**src/rtl/cordic_issue_ctrl_pkg.sv**
```systemverilog
// Shared types for the CORDIC issue controller.
// Result entries pair the pipeline output with the requester tag.
package cordic_ctrl_pkg;

  localparam int LATENCY_DEF = 5;
  localparam int TAG_W_DEF   = 1;

  typedef logic [TAG_W_DEF-1:0] tag_t;

  typedef struct packed {
    logic [31:0] data;
    tag_t        tag;
  } res_entry_t;

endpackage

```
**src/rtl/cordic_issue_ctrl_if.sv**
```systemverilog
// Requester and result handshakes of the CORDIC issue controller.
// The controller sits on the slave side.
interface cordic_issue_ctrl_if #(
  parameter int N_REQ = 2,
  parameter int TAG_W = 1
);

  logic [N_REQ-1:0]    req_valid;
  logic [32*N_REQ-1:0] req_data;
  logic [N_REQ-1:0]    req_ready;
  logic                res_valid;
  logic [31:0]         res_data;
  logic [TAG_W-1:0]    res_tag;
  logic                res_ready;

  modport master (
    output req_valid, req_data, res_ready,
    input  req_ready, res_valid, res_data, res_tag
  );

  modport slave (
    input  req_valid, req_data, res_ready,
    output req_ready, res_valid, res_data, res_tag
  );

endinterface

```
**src/rtl/cordic_issue_ctrl_fifo.sv**
```systemverilog
// Synchronous result FIFO; head is gated to zero when empty.
// Count is registered, so there is no fall-through.
module ctrl_result_fifo
  import cordic_ctrl_pkg::*;
#(
  parameter int  DEPTH = 8,
  parameter type T     = res_entry_t,
  localparam int AW    = $clog2(DEPTH),
  localparam int CW    = AW + 1
) (
  input  logic          clk,
  input  logic          rst,
  input  logic          push,
  input  T              din,
  input  logic          pop,
  output T              dout,
  output logic          full,
  output logic          empty,
  output logic [CW-1:0] count
);

  T              mem [DEPTH];
  logic [AW-1:0] wr_ptr;
  logic [AW-1:0] rd_ptr;
  logic [CW-1:0] cnt;
  logic          wr_en;
  logic          rd_en;

  assign empty = (cnt == '0);
  assign full  = (cnt == CW'(DEPTH));
  assign count = cnt;
  assign wr_en = push && !full;
  assign rd_en = pop && !empty;
  assign dout  = empty ? '0 : mem[rd_ptr];

  always_ff @(posedge clk or negedge rst) begin
    if (!rst) begin
      wr_ptr <= '0;
      rd_ptr <= '0;
      cnt    <= '0;
    end else begin
      if (wr_en) wr_ptr <= wr_ptr + AW'(1);
      if (rd_en) rd_ptr <= rd_ptr + AW'(1);
      unique case ({wr_en, rd_en})
        2'b10:   cnt <= cnt + CW'(1);
        2'b01:   cnt <= cnt - CW'(1);
        default: cnt <= cnt;
      endcase
    end
  end

  always_ff @(posedge clk) begin
    if (wr_en) mem[wr_ptr] <= din;
  end

  a_no_overflow: assert property (
    @(posedge clk) disable iff (!rst) !(push && full)
  );

endmodule

```
**src/rtl/cordic_issue_ctrl.sv**
```systemverilog
// Round-robin issue into a fixed-latency CORDIC pipeline,
// credit-gated so every result fits in the result FIFO.
module cordic_issue_ctrl
  import cordic_ctrl_pkg::*;
#(
  parameter int N_REQ      = 2,
  parameter int TAG_W      = TAG_W_DEF,
  parameter int LATENCY    = LATENCY_DEF,
  parameter int FIFO_DEPTH = 8
) (
  input  logic                clk,
  input  logic                rst,
  cordic_issue_ctrl_if.slave  bus,
  output logic [31:0]         dp_in,
  input  logic [31:0]         dp_out,
  output logic                busy
);

  localparam int PW = (N_REQ > 1) ? $clog2(N_REQ) : 1;
  localparam int CW = $clog2(FIFO_DEPTH) + 1;
  localparam int IW = $clog2(LATENCY + 1);

  typedef struct packed {
    logic [31:0]      data;
    logic [TAG_W-1:0] tag;
  } entry_t;

  logic [PW-1:0]                ptr;
  logic [IW-1:0]                inflight;
  logic [LATENCY-1:0]           sr_vld;
  logic [LATENCY-1:0][TAG_W-1:0] sr_tag;
  logic [CW-1:0]                fifo_cnt;
  logic                         fifo_full;
  logic                         fifo_empty;
  entry_t                       fifo_din;
  entry_t                       fifo_dout;
  logic                         credit;
  logic                         found;
  logic                         issue;
  logic                         cap;
  logic                         pop;
  logic [PW-1:0]                g;
  logic [31:0]                  sel_data;

  // Both terms are registered: a pop frees its credit one cycle later.
  assign credit = (32'(fifo_cnt) + 32'(inflight)) < 32'(FIFO_DEPTH);

  // Two passes: from ptr upward, then wrap from zero.
  always_comb begin
    found = 1'b0;
    g     = '0;
    for (int j = 0; j < N_REQ; j++) begin
      if (!found && bus.req_valid[j] && PW'(j) >= ptr) begin
        found = 1'b1;
        g     = PW'(j);
      end
    end
    for (int j = 0; j < N_REQ; j++) begin
      if (!found && bus.req_valid[j]) begin
        found = 1'b1;
        g     = PW'(j);
      end
    end
  end

  assign issue = rst && credit && found;

  always_comb begin
    sel_data      = '0;
    bus.req_ready = '0;
    for (int j = 0; j < N_REQ; j++) begin
      if (PW'(j) == g) begin
        sel_data         = bus.req_data[j*32 +: 32];
        bus.req_ready[j] = issue;
      end
    end
  end

  assign dp_in = issue ? sel_data : '0;
  assign cap   = sr_vld[LATENCY-1];
  assign pop   = bus.res_valid && bus.res_ready;

  always_ff @(posedge clk or negedge rst) begin
    if (!rst) begin
      ptr      <= '0;
      inflight <= '0;
      sr_vld   <= '0;
      sr_tag   <= '0;
    end else begin
      sr_vld[0] <= issue;
      sr_tag[0] <= issue ? TAG_W'(g) : '0;
      for (int k = 1; k < LATENCY; k++) begin
        sr_vld[k] <= sr_vld[k-1];
        sr_tag[k] <= sr_tag[k-1];
      end
      if (issue) begin
        ptr <= (g == PW'(N_REQ - 1)) ? '0 : g + PW'(1);
      end
      unique case ({issue, cap})
        2'b10:   inflight <= inflight + IW'(1);
        2'b01:   inflight <= inflight - IW'(1);
        default: inflight <= inflight;
      endcase
    end
  end

  assign fifo_din = '{data: dp_out, tag: sr_tag[LATENCY-1]};

  ctrl_result_fifo #(
    .DEPTH (FIFO_DEPTH),
    .T     (entry_t)
  ) u_fifo (
    .clk   (clk),
    .rst   (rst),
    .push  (cap),
    .din   (fifo_din),
    .pop   (pop),
    .dout  (fifo_dout),
    .full  (fifo_full),
    .empty (fifo_empty),
    .count (fifo_cnt)
  );

  assign bus.res_valid = !fifo_empty;
  assign bus.res_data  = fifo_dout.data;
  assign bus.res_tag   = fifo_dout.tag;
  assign busy          = (inflight != '0) || !fifo_empty;

endmodule

```
**src/flat_wrapper.sv**
```systemverilog
// flat-port wrapper written by rule: the top's interface ports become plain ports
module cordic_issue_ctrl_flat import cordic_ctrl_pkg::*;
#(
  parameter int N_REQ      = 2,
  parameter int TAG_W      = TAG_W_DEF,
  parameter int LATENCY    = LATENCY_DEF,
  parameter int FIFO_DEPTH = 8
)
  (clk, rst, dp_in, dp_out, busy, bus_req_valid, bus_req_data, bus_res_ready, bus_req_ready, bus_res_valid, bus_res_data, bus_res_tag);
  cordic_issue_ctrl_if #(.N_REQ(N_REQ), .TAG_W(TAG_W)) bus_i ();
  input  logic clk;
  input  logic rst;
  output logic [31:0] dp_in;
  input  logic [31:0] dp_out;
  output logic busy;
  input wire logic [$bits(bus_i.req_valid)-1:0] bus_req_valid;
  input wire logic [$bits(bus_i.req_data)-1:0] bus_req_data;
  input wire logic [$bits(bus_i.res_ready)-1:0] bus_res_ready;
  output wire logic [$bits(bus_i.req_ready)-1:0] bus_req_ready;
  output wire logic [$bits(bus_i.res_valid)-1:0] bus_res_valid;
  output wire logic [$bits(bus_i.res_data)-1:0] bus_res_data;
  output wire logic [$bits(bus_i.res_tag)-1:0] bus_res_tag;
  assign bus_i.req_valid = bus_req_valid;
  assign bus_i.req_data = bus_req_data;
  assign bus_i.res_ready = bus_res_ready;
  assign bus_req_ready = bus_i.req_ready;
  assign bus_res_valid = bus_i.res_valid;
  assign bus_res_data = bus_i.res_data;
  assign bus_res_tag = bus_i.res_tag;
  cordic_issue_ctrl #(.N_REQ(N_REQ), .TAG_W(TAG_W), .LATENCY(LATENCY), .FIFO_DEPTH(FIFO_DEPTH)) u_core (.clk(clk), .rst(rst), .bus(bus_i), .dp_in(dp_in), .dp_out(dp_out), .busy(busy));
endmodule
```
**config.mk**
```make
export PLATFORM = sky130hd
export DESIGN_NAME = cordic_issue_ctrl_flat
export DESIGN_NICKNAME = d
export VERILOG_FILES = /design/src/rtl/cordic_issue_ctrl_pkg.sv /design/src/rtl/cordic_issue_ctrl_if.sv /design/src/rtl/cordic_issue_ctrl_fifo.sv /design/src/rtl/cordic_issue_ctrl.sv /design/src/flat_wrapper.sv
export SDC_FILE = /design/constraint.sdc
export NUM_CORES = 1
export LEC_CHECK = 0
export CAP_MARGIN = 10
export CORE_AREA = 3 3 177 179
export CTS_CLUSTER_SIZE = 25
export DETAILED_ROUTE_END_ITERATION = 7
export DIE_AREA = 0 0 180 182
export GPL_TIMING_DRIVEN = 0
export PLACE_DENSITY = 0.71
export SYNTH_ARGS = -nofsm -noshare
export SYNTH_HDL_FRONTEND = slang
export SYNTH_HIERARCHICAL = 1
export SYNTH_SLANG_ARGS = --single-unit
```
**constraint.sdc**
```tcl
create_clock -name clk -period 3.6 [get_ports clk]
set_input_delay 0.36 -clock clk [delete_from_list [all_inputs] [get_ports clk]]
set_output_delay 0.36 -clock clk [all_outputs]
set_load 0.005 [all_outputs]
```
==> flow_metrics.tcl <==
set metrics [dict create \
    syn_avg_cell_area_um2 18.9 \
    clock_latency_ns 0.53 \
    track_usage_pct 15.7 \
    grt_pass1_vias 6936 \
    finClkSkew_ns 0.00951 \
    period_minus_slack_ns 3.31 \
    power_density_nw_per_um2 706 \
    vias_per_cell 5.23 \
    clkSinkCount 288 \
    worstMarginPinSlew_ns 0.894 \
    dieArea_um2 32800 \
    core-area_um2 29700 \
    num_vias 6524 \
    tritoncts "built" \
    route.detailed.drc 0 \
    crit_path_max_fanout 11 \
    drv_slew 0 \
    postSynthCellCount 629 \
    die_w_um 180 \
    dp_hpwl_mm 17.0 \
    fp-row-count 63 \
    crit_type "flop to output port" \
    fin_crit_sh_pct 91.9 \
    fin_nets 951 \
    area_growth_pct 27.7 \
    setup_ws_ns 0.291 \
    io_buffer_count 168 \
    gr-total-overflow 0 \
    status "completed" \
    path_clk_slew_ns 0.06 \
    h-tree-depth 1 \
    gp_congestion 0.791 \
    syn_nets 739 \
    cts_root_buf "clkbuf_16" \
    arrival_ns 2.95 \
    wl_mm 26.1 \
    grt_first_pass_wirelength_mm 39.9 \
    max_slew_margin_pct 40.2 \
    critPathCaptureType "output port" \
    first_pass_iters 5 \
    fin_tns_setup_ns 0 \
    setup_violations 0 \
    cts_buffers 29 \
    grt_max_degree 24 \
    ioPinCount 170 \
    antenna_left 0 \
    drtIter0Drc 461 \
    cp.required_ns 3.24 \
    hp-class "input port to flop" \
    maxCapViolations 0 \
    max-clock-path-buffers 3 \
    yosys_warnings 6 \
    post-place-ws_ns -0.249 \
    antenna_found_initial 3 \
    rsz0062_at_grt "no" \
    route.detailed.wl_per_inst_um 20.9 \
    start_kind "flop" \
    syn_area_um2 11900 \
    fin_util_pct 51.2 \
    p_leak_nw 5.09 \
    drive_above_1_share_pct 17.6 \
    hold_viol 0 \
    initial_core_util_pct 40.1 \
    ir_worst_vdd_uv 387 \
    fmax_ghz 0.302 \
    die_y_um 182 \
]
## through the flow
step | power, W | hold WS (ns) | cells | cell area (um2)
2_1_floorplan | 0.00653 | 0.0644 | 629 | 11900
3_3_place_gp | 0.00811 | 0.332 | 1187 | 14100
5_1_grt | 0.0113 | 0.231 | 1248 | 15200
6_report | 0.0107 | 0.224 | 1248 | 15200
3_5_place_dp | 0.00826 | 0.335 | 1199 | 14400
4_1_cts | 0.0109 | 0.197 | 1247 | 15200
## flip-flops by register name, summed over array words and instances, names as in the netlist
register	count
u_core/sr_tag	4
u_core/fifo_din	1
u_core/u_fifo/rd_ptr	3
u_core/u_fifo/wr_ptr	3
u_core/inflight	3
u_core/sr_vld	5
u_core/u_fifo/count	4
u_core/ptr	1
u_core/u_fifo/mem	264
## worst max-delay path: stages (launching register included)
cell	delay (ns)
dfrtp_1	0.39
buf_2	0.18
nor4_4	0.32
clkbuf_2	0.40
inv_1	0.13
or4_1	0.51
clkdlybuf4s50_1	0.49
## power breakdown
| part | total, W | switching [W] | leakage [nW] | internal (W) |
|---|---|---|---|---|
| Clock | 0.00259 | 0.00115 | 0.397 | 0.00145 |
| Sequential | 0.00413 | 0.000156 | 2.68 | 0.00398 |
| Combinational | 0.00401 | 0.00182 | 2.02 | 0.00219 |
## per-layer routing
layer,track usage [%],vias to the layer above,part of all wire [%]
met1,19.3,3294,41
met2,27.7,239,51
met4,4.64,4,2.3
li1,-,2943,-
met3,3.75,44,6.4
met5,0,-,0.088
## layout make-up
class                      count  area (um2)
fill                        2351       14500
clock inverter                17        82.6
multi-input combinational    296        3150
buffer                        41         290
sequential                   288        8530
tap                          390         488
timing repair buffer         181        1930
inverter                       4        15.0
clock buffer                  30         729
antenna                        1        2.50
## layout by cell type, fill, tap and decap left out, types with 3 or more instances in the layout
master / instances
edfxtp_1: 264
clkdlybuf4s50_1: 168
mux4_2: 57
nor2_1: 38
a21oi_1: 34
nand3b_1: 33
mux2i_1: 33
clkbuf_16: 29
o21ai_0: 25
dfrtp_1: 24
buf_2: 13
clkbuf_1: 11
clkinv_1: 9
mux4_1: 9
nand2_1: 9
ha_1: 8
o21ai_1: 7
buf_12: 7
xor2_1: 6
nor2_4: 6
clkinv_2: 5
nand2b_1: 5
xnor2_1: 5
buf_8: 5
buf_4: 4
buf_6: 4
inv_1: 4
buf_16: 4
clkbuf_4: 3
## worst paths after layout
check,start,slack (ns),depth (start not counted),endpoint
min in group asynchronous,rst,0.27,1,u_core/u_fifo/count[0]
setup / recovery,u_core/u_fifo/count[1],0.29,6,busy
hold reg to reg,u_core/sr_tag[1],0.35,0,u_core/sr_tag[2]
max in group asynchronous,rst,2.79,2,u_core/sr_vld[3]
setup reg to reg,u_core/u_fifo/count[1],0.74,12,u_core/u_fifo/count[2]
hold / removal,bus_req_valid[1],0.22,3,u_core/sr_tag[0]
## timing repair
| item | 4_1_cts | 5_1_grt |
|---|---|---|
| endpoints found under the hold margin | 0 | 0 |
| gates resized for setup | 1 | 0 |
| hold buffers | 0 | 0 |
| buffers inserted | 1 | 0 |
| setup endpoints to repair | 14 | 0 |
No activity file was read; power rests on OpenSTA's default activity.
